==> config.mk <==
export PLATFORM = sky130hd
export DESIGN_NAME = multicycle_ctrl
export DESIGN_NICKNAME = d
export VERILOG_FILES = /design/src/rtl/multicycle_ctrl.sv
export SDC_FILE = /design/constraint.sdc
export NUM_CORES = 1
export LEC_CHECK = 0
export BUFFER_PORTS_ARGS = -buffer_cell sky130_fd_sc_hd__buf_2
export CORE_MARGIN = 4
export CORE_UTILIZATION = 44
export DETAILED_ROUTE_END_ITERATION = 12
export PLACE_DENSITY = 0.74
export SYNTH_ARGS = -nofsm -noshare
export SYNTH_HDL_FRONTEND = slang
export SYNTH_SLANG_ARGS = --single-unit
==> constraint.sdc <==
create_clock -name clk_i -period 1.8 [get_ports clk_i]
set_input_delay 0.36 -clock clk_i [delete_from_list [all_inputs] [get_ports clk_i]]
set_output_delay 0.36 -clock clk_i [all_outputs]
set_load 0.005 [all_outputs]
==> src/rtl/multicycle_ctrl.sv <==
// rtl/multicycle_ctrl.sv - multicycle datapath control FSM with memory wait handshake
module multicycle_ctrl (
    input  logic       clk_i,
    input  logic       rst_i,
    input  logic [5:0] op_field_i,
    input  logic       mem_ready_i,
    output logic       pc_write_o,
    output logic       pc_write_cond_o,
    output logic       branch_ne_o,
    output logic       i_or_d_o,
    output logic       mem_read_o,
    output logic       mem_write_o,
    output logic       ir_write_o,
    output logic       reg_dst_o,
    output logic       mem_to_reg_o,
    output logic       reg_write_o,
    output logic       alu_src_a_o,
    output logic [1:0] alu_src_b_o,
    output logic       ext_zero_o,
    output logic [2:0] alu_op_o,
    output logic [1:0] pc_source_o,
    output logic       illegal_o,
    output logic [3:0] state_o
);
    localparam logic [5:0] OP_RTYPE = 6'b000000;
    localparam logic [5:0] OP_LW    = 6'b100011;
    localparam logic [5:0] OP_SW    = 6'b101011;
    localparam logic [5:0] OP_BEQ   = 6'b000100;
    localparam logic [5:0] OP_BNE   = 6'b000101;
    localparam logic [5:0] OP_J     = 6'b000010;
    localparam logic [5:0] OP_ADDI  = 6'b001000;
    localparam logic [5:0] OP_ORI   = 6'b001101;
    localparam logic [5:0] OP_LUI   = 6'b001111;

    typedef enum logic [3:0] {
        S_FETCH    = 4'd0,
        S_DECODE   = 4'd1,
        S_MEM_ADDR = 4'd2,
        S_MEM_RD   = 4'd3,
        S_MEM_WB   = 4'd4,
        S_MEM_WR   = 4'd5,
        S_EXEC_R   = 4'd6,
        S_R_WB     = 4'd7,
        S_BRANCH   = 4'd8,
        S_JUMP     = 4'd9,
        S_EXEC_I   = 4'd10,
        S_I_WB     = 4'd11
    } state_t;

    state_t state_q;
    state_t state_d;

    always_ff @(posedge clk_i) begin
        if (rst_i) begin
            state_q <= S_FETCH;
        end else begin
            state_q <= state_d;
        end
    end

    assign state_o = state_q;

    always_comb begin
        state_d         = S_FETCH;
        pc_write_o      = 1'b0;
        pc_write_cond_o = 1'b0;
        branch_ne_o     = 1'b0;
        i_or_d_o        = 1'b0;
        mem_read_o      = 1'b0;
        mem_write_o     = 1'b0;
        ir_write_o      = 1'b0;
        reg_dst_o       = 1'b0;
        mem_to_reg_o    = 1'b0;
        reg_write_o     = 1'b0;
        alu_src_a_o     = 1'b0;
        alu_src_b_o     = 2'b00;
        ext_zero_o      = 1'b0;
        alu_op_o        = 3'b000;
        pc_source_o     = 2'b00;
        illegal_o       = 1'b0;

        case (state_q)
            S_FETCH: begin
                mem_read_o  = 1'b1;
                alu_src_b_o = 2'b01;
                ir_write_o  = mem_ready_i;
                pc_write_o  = mem_ready_i;
                state_d     = mem_ready_i ? S_DECODE : S_FETCH;
            end
            S_DECODE: begin
                alu_src_b_o = 2'b11;
                case (op_field_i)
                    OP_RTYPE:              state_d = S_EXEC_R;
                    OP_LW, OP_SW:          state_d = S_MEM_ADDR;
                    OP_BEQ, OP_BNE:        state_d = S_BRANCH;
                    OP_J:                  state_d = S_JUMP;
                    OP_ADDI, OP_ORI, OP_LUI: state_d = S_EXEC_I;
                    default: begin
                        state_d   = S_FETCH;
                        illegal_o = 1'b1;
                    end
                endcase
            end
            S_MEM_ADDR: begin
                alu_src_a_o = 1'b1;
                alu_src_b_o = 2'b10;
                state_d     = (op_field_i == OP_SW) ? S_MEM_WR : S_MEM_RD;
            end
            S_MEM_RD: begin
                mem_read_o = 1'b1;
                i_or_d_o   = 1'b1;
                state_d    = mem_ready_i ? S_MEM_WB : S_MEM_RD;
            end
            S_MEM_WB: begin
                reg_write_o  = 1'b1;
                mem_to_reg_o = 1'b1;
            end
            S_MEM_WR: begin
                mem_write_o = 1'b1;
                i_or_d_o    = 1'b1;
                state_d     = mem_ready_i ? S_FETCH : S_MEM_WR;
            end
            S_EXEC_R: begin
                alu_src_a_o = 1'b1;
                alu_op_o    = 3'b010;
                state_d     = S_R_WB;
            end
            S_R_WB: begin
                reg_write_o = 1'b1;
                reg_dst_o   = 1'b1;
            end
            S_BRANCH: begin
                alu_src_a_o     = 1'b1;
                alu_op_o        = 3'b001;
                pc_write_cond_o = 1'b1;
                pc_source_o     = 2'b01;
                branch_ne_o     = (op_field_i == OP_BNE);
            end
            S_JUMP: begin
                pc_write_o  = 1'b1;
                pc_source_o = 2'b10;
            end
            S_EXEC_I: begin
                alu_src_a_o = 1'b1;
                alu_src_b_o = 2'b10;
                state_d     = S_I_WB;
                // addi keeps the add/sign-extend defaults
                if (op_field_i == OP_ORI) begin
                    alu_op_o   = 3'b011;
                    ext_zero_o = 1'b1;
                end else if (op_field_i == OP_LUI) begin
                    alu_op_o   = 3'b100;
                    ext_zero_o = 1'b1;
                end
            end
            S_I_WB: begin
                reg_write_o = 1'b1;
            end
            default: state_d = S_FETCH;
        endcase

        // Strobes are held off for the whole reset cycle, whatever state we are leaving
        if (rst_i) begin
            pc_write_o      = 1'b0;
            pc_write_cond_o = 1'b0;
            ir_write_o      = 1'b0;
            reg_write_o     = 1'b0;
            mem_read_o      = 1'b0;
            mem_write_o     = 1'b0;
            illegal_o       = 1'b0;
        end
    end
endmodule

Word-level counts from Yosys, hierarchy flattened
Cells that the tools add are included.
Widths: inputs -> output; s select.
{ "word_totals": {"ff_bits": 4, "latch_bits": 0, "ram_bits": 0, "rom_bits": 0, "input_bits": 9, "output_inout_bits": 24, "elab_cells": 65, "n_memories": 0} }
{ "op_classes": {"add_sub_neg": 0, "mul": 0, "div_mod_pow": 0, "order_cmp": 0, "n_eq_ne": 19, "n_shift": 0, "n_mux": 34, "bitwise_logic": 0, "reduce_logical": 11} }
{ "op_table": {"columns": ["operator", "count"], "rows": [
  ["$pmux 4 s7", 1],
  ["$mux 1", 23],
  ["$pmux 4 s5", 1],
  ["$eq 6x4->1 const B", 3],
  ["$eq 4x3->1 const B", 4],
  ["$eq 4x4->1 const B", 4],
  ["$mux 3", 5],
  ["$eq 6x3->1 const B", 2],
  ["$eq 6x6->1 const B", 2],
  ["$reduce_or 2->1", 5],
  ["$pmux 3 s3", 1],
  ["$reduce_or 9->1", 1],
  ["$eq 4x2->1 const B", 2],
  ["$eq 6x2->1 const B", 1],
  ["$logic_not 6->1", 1],
  ["$pmux 2 s3", 1],
  ["$reduce_or 3->1", 2],
  ["$eq 4x1->1 const B", 1],
  ["$logic_not 4->1", 1],
  ["$pmux 2 s2", 1],
  ["$reduce_or 4->1", 1],
  ["$pmux 1 s2", 1]
]} }

Longest topological paths before layout
{ "logic_depth": {"depth_word": 5, "mapped_depth": 6, "ltp_nobuf": 4} }

Least setup slack after synthesis
No wires, ideal clock.
{ "synth_timing": {"path_kind": "input to output", "startpoint": "in op_field_i[3]", "endpoint": "out alu_op_o[1]", "t_arrival_ps": 1298, "required_ps": 1440, "path_slack_ps": 142, "path_stages": 5, "cell_sequence": "buf_2 nand3_1 or4_4 o21a_1 nor2_1"} }
{ "synth_via": {"elab_chain_len": 3} }
{ "synth_lines": {"columns": ["item", "line", "source"], "rows": [
  ["from (decl)", "5", "input logic [5:0] op_field_i,"],
  ["$eq 6x4->1", "148", "if (op_field_i == OP_ORI) begin"],
  ["$mux 3", "148", null],
  ["$pmux 3 s3", "82", "case (state_q)"],
  ["to (decl)", "20", "output logic [2:0] alu_op_o,"]
]} }
Every way passes these cells.

Final worst setup path
{ "layout_timing": {"startpoint": "reg state_q[2] (netlist: state_o[2])", "endpoint": "out alu_op_o[1]"} }
{ "layout_via": {"elab_chain_len": 2, "word_cells_on_any_way": 4, "cone_classes": "eq/ne: 3; mux: 1"} }
{ "layout_lines": {"columns": ["item", "line", "source"], "rows": [
  ["from (decl)", "50", "state_t state_q;"],
  ["from (signal assigned)", "57", "state_q <= state_d;"],
  ["$eq 4x4->1 or $eq 4x3->1 (tied branches)", "82", null],
  ["$pmux 3 s3 *", "82", null]
]} }
Mark *: on every way between the ends. The rest lies on a longest branch, timed or not.

==> flow_summary.json <==
{
  "status": "complete, but fails checks",
  "violations": "negative setup slack",
  "routed_wl_mm": 2.25,
  "worst_setup_path_end_kind": "output pin",
  "cp-start-kind": "register",
  "cp.required_ns": 1.44,
  "grt_use_total_pct": 22.0,
  "dr.pass1.iters": 4,
  "fillers": 111,
  "cts_tree": "built",
  "worstSkewPairLatency_ns": 0.24,
  "arrival_ns": 1.56,
  "maxCapViolations": 0,
  "synthTopCellsByArea": "dfxtp_1 (12%), nand2b_1 (7.6%), a21oi_1 (6.8%), nor3_1 (6.8%), nor2_1 (6.3%)",
  "synth_top_cell_by_area": "dfxtp_1",
  "gp_congestion": 0.884,
  "fin_worst_skew_ns": 0.00623,
  "coreArea_um2": 1350,
  "vias": 928,
  "maxSlewHeadroom_pct": 73.8,
  "syn_inst": 102,
  "synth.most_common_cell": "nor2_1",
  "fmax_mhz": 521,
  "htree_levels": 1,
  "port_buffers": 32,
  "fin_tns_setup_ns": -0.352,
  "reg2regPathDepth": 5,
  "synth_top_cells_by_count": "nor2_1 (11), a21oi_1 (9), nor3_1 (9), nand2b_1 (8), buf_2 (6)",
  "ys_warn_count": 0,
  "async_flop_share_pct": 0,
  "via_per_inst": 5.91,
  "nets": 153,
  "synth_edf_count": 0,
  "wl_per_cell_um": 14.3,
  "place_ws_ns": -0.00849,
  "cts_buffers": 3,
  "die_area_um2": 2180,
  "diodes": 0,
  "finalCritPeriodShare_pct": 107,
  "hold_violations": 0,
  "grt_first_pass_wirelength_mm": 3.46,
  "die_h_um": 46.7,
  "min_path_cells": 3,
  "largest_register_ffs": 4,
  "tightest_slew_ns": 0.392,
  "seq_area_frac_synth_pct": 12.2,
  "setup_viol": 4,
  "seq_area_um2": 81.3,
  "ant_nets": 0,
  "first_global_vias": 787,
  "period_minus_slack_ns": 1.92,
  "crit_type": "register to output pin",
  "drtIter0Drc": 28,
  "syn_area_um2": 658,
  "hold_slack_ns": 0.550,
  "clockBufferDepth": 2,
  "rsz0062_at_grt": "true",
  "ys_ff_latch": 4,
  "grt_max_degree": 23,
  "num_rows": 13,
  "grt_overflow": 0,
  "synthDistinctLibCells": 39,
  "synth_ff_type": "dfxtp_1",
  "grt_antenna_before_repair": 0,
  "cts_root_buffer": "clkbuf_4",
  "total_leakage_power_nw": 0.447,
  "drc_errors": 0,
  "synth.avg_cell_area_um2": 6.45,
  "area.growth.synth_to_final_pct": 49.6,
  "multi_input_area_um2": 579,
  "hp-class": "input pin to register",
  "worst_ir_drop_vdd_v": 0.000566,
  "path_clk_slew_ns": 0.04,
  "dieWidth_um": 46.7,
  "drv_slew": 0,
  "start_util_pct": 48.7,
  "p_per_area_nw_per_um2": 339,
  "place_hpwl_mm": 1.65,
  "synth_top_cell_area_share_pct": 12.2,
  "ios": 33,
  "drive_gt1_share_pct": 47.2,
  "path_max_fanout": 3,
  "syn_nets": 111,
  "cts.sinks": 4,
  "setup_ws_ns": -0.119
}
-- cell type report --
| class | instances | share of cell area (%) |
|---|---|---|
| tap | 15 | 1.91 |
| inverter | 4 | 1.52 |
| multi-input combinational | 85 | 58.8 |
| clock buffer | 3 | 2.29 |
| sequential | 4 | 8.26 |
| timing repair buffer | 46 | 27.2 |
-- report_power, final --
| group | internal, W | switching [W] |
|---|---|---|
| sequential | 0.0000917 | 0.00000247 |
| clock | 0.0000748 | 0.0000392 |
| combinational | 0.0000572 | 0.0000685 |
-- worst max-delay path, cell delays in order (launching register included) --
cell,delay (ns)
dfxtp_1,0.30
nand2b_4,0.14
or4_4,0.50
o21a_1,0.19
nor2_1,0.07
buf_2,0.12
-- cell families (layout without fill, tap and decap cells) --
| logic type | after synthesis | count (layout) | share of synthesized area (%) |
|---|---|---|---|
| AOI/OAI and AO/OA | 28 | 28 | 28.7 |
| and+or+nand+nor | 57 | 57 | 50.6 |
| buffers and inverters | 13 | 53 | 8.55 |
| DFF | 4 | 4 | 12.2 |
-- cells in the final DEF (no fill, tap or decap), types with 2 or more instances in the layout --
cell / synthesis / routed
a211oi_1: 2 / 2
clkbuf_4: 0 / 3
or2_2: 2 / 2
inv_1: 4 / 4
dfxtp_1: 4 / 3
a21oi_1: 9 / 8
nor2_1: 11 / 11
nand2b_4: 0 / 2
nor3_1: 9 / 8
nor2b_1: 2 / 2
buf_2: 6 / 31
nand2b_1: 8 / 5
buf_4: 0 / 15
nand3b_1: 3 / 3
or3b_4: 0 / 2
nor4_1: 3 / 2
and3_1: 3 / 3
o31ai_1: 2 / 2
a31oi_1: 2 / 2
o21ai_0: 3 / 2
nand2_1: 5 / 5
-- through the flow --
| step | power [W] | utilization [%] | instances | cell area (um^2) |
|---|---|---|---|---|
| floorplan | 0.000153 | - | 102 | 658 |
| global placement | 0.000205 | 66.2 | 153 | 893 |
| detailed placement | 0.000208 | 66.2 | 153 | 893 |
| CTS | 0.000324 | 69.2 | 156 | 935 |
| global route | 0.000364 | 72.9 | 157 | 985 |
| finish | 0.000334 | 72.9 | 157 | 985 |
-- per-layer routing --
metal | wire length (um) | GRT usage (%) | vias to the layer above | share of wire (%)
met3 | 218 | 5.08 | 2 | 9.7
li1 | - | - | 454 | -
met1 | 907 | 30.6 | 430 | 40
met4 | 25 | 3.87 | 0 | 1.1
met5 | 0 | 0 | - | 0
met2 | 1090 | 34.6 | 42 | 49
-- worst paths after layout --
check | from | end | slack (ns)
max | state_o[2]$_SDFF_PP0_ | alu_op_o[1] | -0.12
min | rst_i | state_o[0]$_SDFF_PP0_ | 0.55
max reg2reg | state_o[1]$_SDFF_PP0_ | state_o[0]$_SDFF_PP0_ | 0.36
min reg2reg | state_o[2]$_SDFF_PP0_ | state_o[3]$_SDFF_PP0_ | 0.70
-- timing repair --
action,in CTS,in global routing
pin swaps,0,5
endpoints found under the setup margin,8,8
hold buffers,0,0
buffers inserted,0,1
gates resized for setup,4,12
Power figures use the tool's default switching activity.
